File: config.mk
export PLATFORM = sky130hd
export DESIGN_NAME = updown_ctrl
export DESIGN_NICKNAME = d
export VERILOG_FILES = /design/src/rtl/updown_ctrl.sv
export SDC_FILE = /design/constraint.sdc
export NUM_CORES = 1
export LEC_CHECK = 0
export ABC_AREA = 1
export CAP_MARGIN = 10
export CORE_MARGIN = 3
export CORE_UTILIZATION = 50
export DETAILED_ROUTE_END_ITERATION = 7
export DONT_BUFFER_PORTS = 1
export PLACE_DENSITY = 0.66
export SYNTH_ARGS = -nofsm -noshare
export SYNTH_HDL_FRONTEND = slang
export SYNTH_SLANG_ARGS = --single-unit
export TNS_END_PERCENT = 5
File: constraint.sdc
create_clock -name clk -period 1.32 [get_ports clk]
set_clock_uncertainty 0.2 [all_clocks]
set_input_delay 0.264 -clock clk [delete_from_list [all_inputs] [get_ports clk]]
set_output_delay 0.264 -clock clk [all_outputs]
set_load 0.05 [all_outputs]
File: src/rtl/updown_ctrl.sv
`default_nettype none
// ============================================================================
// Module   : updown_ctrl
// Brief    : Synchronizes and debounces two push-buttons and turns accepted
//            presses into single-cycle step pulses with a direction flag.
//            Optional auto-repeat: define UPDOWN_CTRL_AUTO_REPEAT_EN.
// Revision : 1.0 - initial release
// ============================================================================

module updown_ctrl #(
  parameter int unsigned DEBOUNCE_CYCLES = 16,
  parameter int unsigned REPEAT_DELAY    = 64,
  parameter int unsigned REPEAT_PERIOD   = 8
) (
  input  logic clk,
  input  logic rst,
  input  logic btn_up,
  input  logic btn_down,
  output logic enable,
  output logic direction
);

  localparam logic [1:0] c_st_idle = 2'd0;
  localparam logic [1:0] c_st_up   = 2'd1;
  localparam logic [1:0] c_st_down = 2'd2;
  localparam logic [1:0] c_st_lock = 2'd3;

  localparam logic [7:0] c_deb_limit = 8'(DEBOUNCE_CYCLES);

  logic [1:0] w_btn_raw;
  logic [1:0] w_btn_level;
  logic       w_up;
  logic       w_dn;
  logic [1:0] r_state;
  logic [1:0] w_next_state;
  logic       w_fire;
  logic       w_fire_dir;
  logic       w_rpt_due;
  logic       r_enable;
  logic       r_direction;

  assign w_btn_raw = {btn_down, btn_up};

  for (genvar gi = 0; gi < 2; gi++) begin : g_btn
    logic       r_sync_meta;
    logic       r_sync;
    logic       r_level;
    logic [7:0] r_stable_cnt;

    // The level flips on the edge that observes a full count while still differing.
    always_ff @(posedge clk or posedge rst) begin
      if (rst) begin
        r_sync_meta  <= 1'b0;
        r_sync       <= 1'b0;
        r_level      <= 1'b0;
        r_stable_cnt <= 8'd0;
      end else begin
        r_sync_meta <= w_btn_raw[gi];
        r_sync      <= r_sync_meta;
        if (r_sync == r_level) begin
          r_stable_cnt <= 8'd0;
        end else if (r_stable_cnt == c_deb_limit) begin
          r_level      <= ~r_level;
          r_stable_cnt <= 8'd0;
        end else begin
          r_stable_cnt <= r_stable_cnt + 8'd1;
        end
      end
    end

    assign w_btn_level[gi] = r_level;
  end

  assign w_up = w_btn_level[0];
  assign w_dn = w_btn_level[1];

  always_ff @(posedge clk or posedge rst) begin
    if (rst) begin
      r_state     <= c_st_idle;
      r_enable    <= 1'b0;
      r_direction <= 1'b1;
    end else begin
      r_state  <= w_next_state;
      r_enable <= w_fire;
      if (w_fire) begin
        r_direction <= w_fire_dir;
      end
    end
  end

  always_comb begin
    w_next_state = r_state;
    case (r_state)
      c_st_idle: begin
        if (w_up && w_dn)  w_next_state = c_st_lock;
        else if (w_up)     w_next_state = c_st_up;
        else if (w_dn)     w_next_state = c_st_down;
      end
      c_st_up: begin
        if (w_dn)          w_next_state = c_st_lock;
        else if (!w_up)    w_next_state = c_st_idle;
      end
      c_st_down: begin
        if (w_up)          w_next_state = c_st_lock;
        else if (!w_dn)    w_next_state = c_st_idle;
      end
      c_st_lock: begin
        if (!w_up && !w_dn) w_next_state = c_st_idle;
      end
      default:             w_next_state = c_st_idle;
    endcase
  end

  always_comb begin
    w_fire     = 1'b0;
    w_fire_dir = r_direction;
    if (r_state == c_st_idle && w_next_state == c_st_up) begin
      w_fire     = 1'b1;
      w_fire_dir = 1'b1;
    end else if (r_state == c_st_idle && w_next_state == c_st_down) begin
      w_fire     = 1'b1;
      w_fire_dir = 1'b0;
    end else if (w_rpt_due && !r_enable) begin
      w_fire     = 1'b1;
      w_fire_dir = (r_state == c_st_up);
    end
  end

`ifdef UPDOWN_CTRL_AUTO_REPEAT_EN
  localparam logic [15:0] c_rpt_first = 16'(REPEAT_DELAY - 1);
  localparam logic [15:0] c_rpt_next  = 16'(REPEAT_PERIOD - 1);

  logic [15:0] r_rpt_cnt;
  logic        r_rpt_armed;
  logic        w_rpt_hold;

  // Repeat runs only while the press state is kept across this edge.
  assign w_rpt_hold = ((r_state == c_st_up) || (r_state == c_st_down)) &&
                      (w_next_state == r_state);
  assign w_rpt_due  = w_rpt_hold &&
                      (r_rpt_cnt == (r_rpt_armed ? c_rpt_next : c_rpt_first));

  always_ff @(posedge clk or posedge rst) begin
    if (rst) begin
      r_rpt_cnt   <= 16'd0;
      r_rpt_armed <= 1'b0;
    end else if (!w_rpt_hold) begin
      r_rpt_cnt   <= 16'd0;
      r_rpt_armed <= 1'b0;
    end else if (w_rpt_due) begin
      r_rpt_cnt   <= 16'd0;
      r_rpt_armed <= 1'b1;
    end else begin
      r_rpt_cnt   <= r_rpt_cnt + 16'd1;
    end
  end
`else
  assign w_rpt_due = 1'b0;
`endif

  assign enable    = r_enable;
  assign direction = r_direction;

endmodule

`default_nettype wire

==> results.sh <==
export IMPL_outcome="complete, but fails checks"
export IMPL_violations="setup timing"
export IMPL_dr_pass1_iters=4
export IMPL_drt_iter0_markers=6
export IMPL_cts_root_buf="clkbuf_4"
export IMPL_numCtsBuffers=3
export IMPL_yosys_area_top_type="dfrtp_1"
export IMPL_clk_latency_ps=310
export IMPL_worst_pin_slew_ps=313
export IMPL_synth_nets=155
export IMPL_crit_required_ps=860
export IMPL_relSlewSlack_pct=79.1
export IMPL_grtUsageTotal_pct=16.2
export IMPL_grt_pass1_vias=889
export IMPL_fin_util_pct=64.4
export IMPL_cts_tree="built"
export IMPL_numPortBuffers=0
export IMPL_fmax_ghz=0.676
export IMPL_cp_max_fo=2
export IMPL_antenna_found_initial=0
export IMPL_synth_xor_area_share_pct=4.38
export IMPL_die_w_um=55.0
export IMPL_grt_max_degree=27
export IMPL_place_inst=187
export IMPL_fin_ws_ps=-159
export IMPL_cp_start_kind="register"
export IMPL_dieArea_um2=3020
export IMPL_drive_gt1_share_pct=19.2
export IMPL_yosysWarnings=0
export IMPL_antenna_cells=0
export IMPL_synth_top_family_by_area="simple AND/OR/NAND/NOR gates"
export IMPL_finalHoldViolations=0
export IMPL_setup_viol=15
export IMPL_powerDensity_nw_per_um2=938
export IMPL_drc=0
export IMPL_post_drt_wl_per_cell_um=10.8
export IMPL_netlist_instances=147
export IMPL_die_h_um=55.0
export IMPL_yosys_top_cells_count="nand2_1 (44), nor2_1 (29), dfrtp_1 (25)"
export IMPL_cp_end_kind="primary output"
export IMPL_synth_main_ff_cell="dfrtp_1"
export IMPL_synth_most_common_cell="nand2_1"
export IMPL_critPathArrivalTime_ps=1010
export IMPL_seq_area_frac_synth_pct=54.4
export IMPL_synth_adder_area_share_pct=4.18
export IMPL_hpwl_mm=1.58
export IMPL_synth_avg_cell_area_um2=8.15
export IMPL_rr_startpoint="g_btn[0].r_stable_cnt[0]$_DFF_PP0_"
export IMPL_nNetsFinal=176
export IMPL_ir_drop_mv=0.941
export IMPL_startpoint="direction$_DFFE_PP1P_"
export IMPL_maxCapViolations=0
export IMPL_clockBufferDepth=2
export IMPL_async_flop_share_pct=100
export IMPL_critPathKind="reg2out"
export IMPL_fin_cells=195
export IMPL_cts_clk_slew_worst_paths_ps=130
export IMPL_synth_compound_area_share_pct=2.92
export IMPL_synthSimpleGateAreaFrac_pct=27.6
export IMPL_area_delta_synth_final_pct=20.0
export IMPL_grt_pass1_wl_mm=3.48
export IMPL_rows=17
export IMPL_slew_viol_final=0
export IMPL_hp_class="reg2reg"
export IMPL_ys_ff_latch=26
export IMPL_synth_cell_type_count=12
export IMPL_ant_nets=0
export IMPL_place_congestion=0.745
export IMPL_core_area_um2=2230
export IMPL_synth_area_um2=1200
export IMPL_synth_top_cell_area_share_pct=52.2
export IMPL_power_leakage_nw=0.713
export IMPL_synthTopCellsByArea="dfrtp_1 (52%), nand2_1 (14%), nor2_1 (9.1%), inv_1 (6.6%), ha_1 (4.2%)"
export IMPL_vias=934
export IMPL_synth_edf_count=0
export IMPL_grt_setup_unrepaired="true"
export IMPL_routed_via_density=4.79
export IMPL_wirelength_mm=2.11
export IMPL_h_tree_depth=1
export IMPL_muxShareOfSynthArea_pct=0
export IMPL_start_util_pct=53.7
export IMPL_num_io_pins=6
export IMPL_cts_sinks=26
export IMPL_min_period_ps=1480
export IMPL_min_from="g_btn[0].r_sync_meta$_DFF_PP0_"
export IMPL_grt_ovfl_total=0
export IMPL_fin_crit_sh_pct=112
-- state kept, by name, indices dropped and copies added, names as in the netlist --
name / flops
r_state: 2
direction: 1
g_btn.r_stable_cnt: 16
g_btn.r_sync: 2
enable: 1
g_btn.r_level: 2
g_btn.r_sync_meta: 2
-- through the flow --
step | total power [mW] | TNS (ps) | area [µm²] | setup WS, ps | hold slack (ps)
2_1_floorplan | 0.915 | 0 | 1200 | 15.4 | 95.4
3_3_place_gp | 0.962 | -785 | 1320 | -131 | 21.5
3_5_place_dp | 0.968 | -1300 | 1320 | -167 | 26.5
4_1_cts | 1.36 | -1060 | 1400 | -174 | 171
5_1_grt | 1.42 | -2250 | 1440 | -205 | 173
6_report | 1.35 | -883 | 1440 | -159 | 167
-- layout by cell type, fill, tap and decap left out, types with 4 or more instances in the layout --
master and count:
nor2_1 22, ha_1 4, xor2_1 4, buf_4 12, nand2_1 40, nand2_2 4
nor2_2 6, dfrtp_1 25, inv_1 19, nand3_1 10
-- timing repair --
item,CTS,global route
hold buffers,3,0
setup endpoints to repair,15,18
endpoints found under the hold margin,28,0
pin swaps,1,1
resized for setup,5,12
setup buffers,0,1
-- power by group --
part / switching [mW] / internal, mW / total, mW
sequential: 0.0200 / 0.818 / 0.838
combinational: 0.0669 / 0.0625 / 0.129
clock: 0.214 / 0.168 / 0.382
total: 0.301 / 1.05 / 1.35
-- path summary, 6_finish.rpt --
path,end,slack (ps),cells after the start
max in group asynchronous,direction$_DFFE_PP1P_,400,3
worst min register to register,g_btn[0].r_sync$_DFF_PP0_,170,0
worst max register to register,g_btn[0].r_stable_cnt[6]$_DFF_PP0_,-70,7
min in group asynchronous,g_btn[1].r_stable_cnt[6]$_DFF_PP0_,230,3
worst min-delay path,g_btn[0].r_sync$_DFF_PP0_,170,0
worst max-delay path,direction,-160,0
-- area by class of cell --
type / count / area [µm²]
Fill cell: 193 / 795
Multi-Input combinational cell: 100 / 505
Timing Repair Buffer: 16 / 131
Clock buffer: 4 / 36.3
Sequential cell: 26 / 652
Tap cell: 28 / 35.0
Inverter: 21 / 78.8
-- cells by family after synthesis --
logic type / Yosys count
AOI/OAI and AO/OA: 6
xor gates and xnor gates: 6
adders and majority gates: 4
buffers and inverters: 21
DFF: 26
and+or+nand+nor: 84
-- layer usage --
metal	up-vias	track usage, %	routed length, µm
met5	-	0	0
met4	0	6.07	19
met3	4	2.41	34
met2	8	29.1	1100
met1	437	19.4	952
li1	485	-	-
Note: power is estimated with default switching activity, not from simulation.
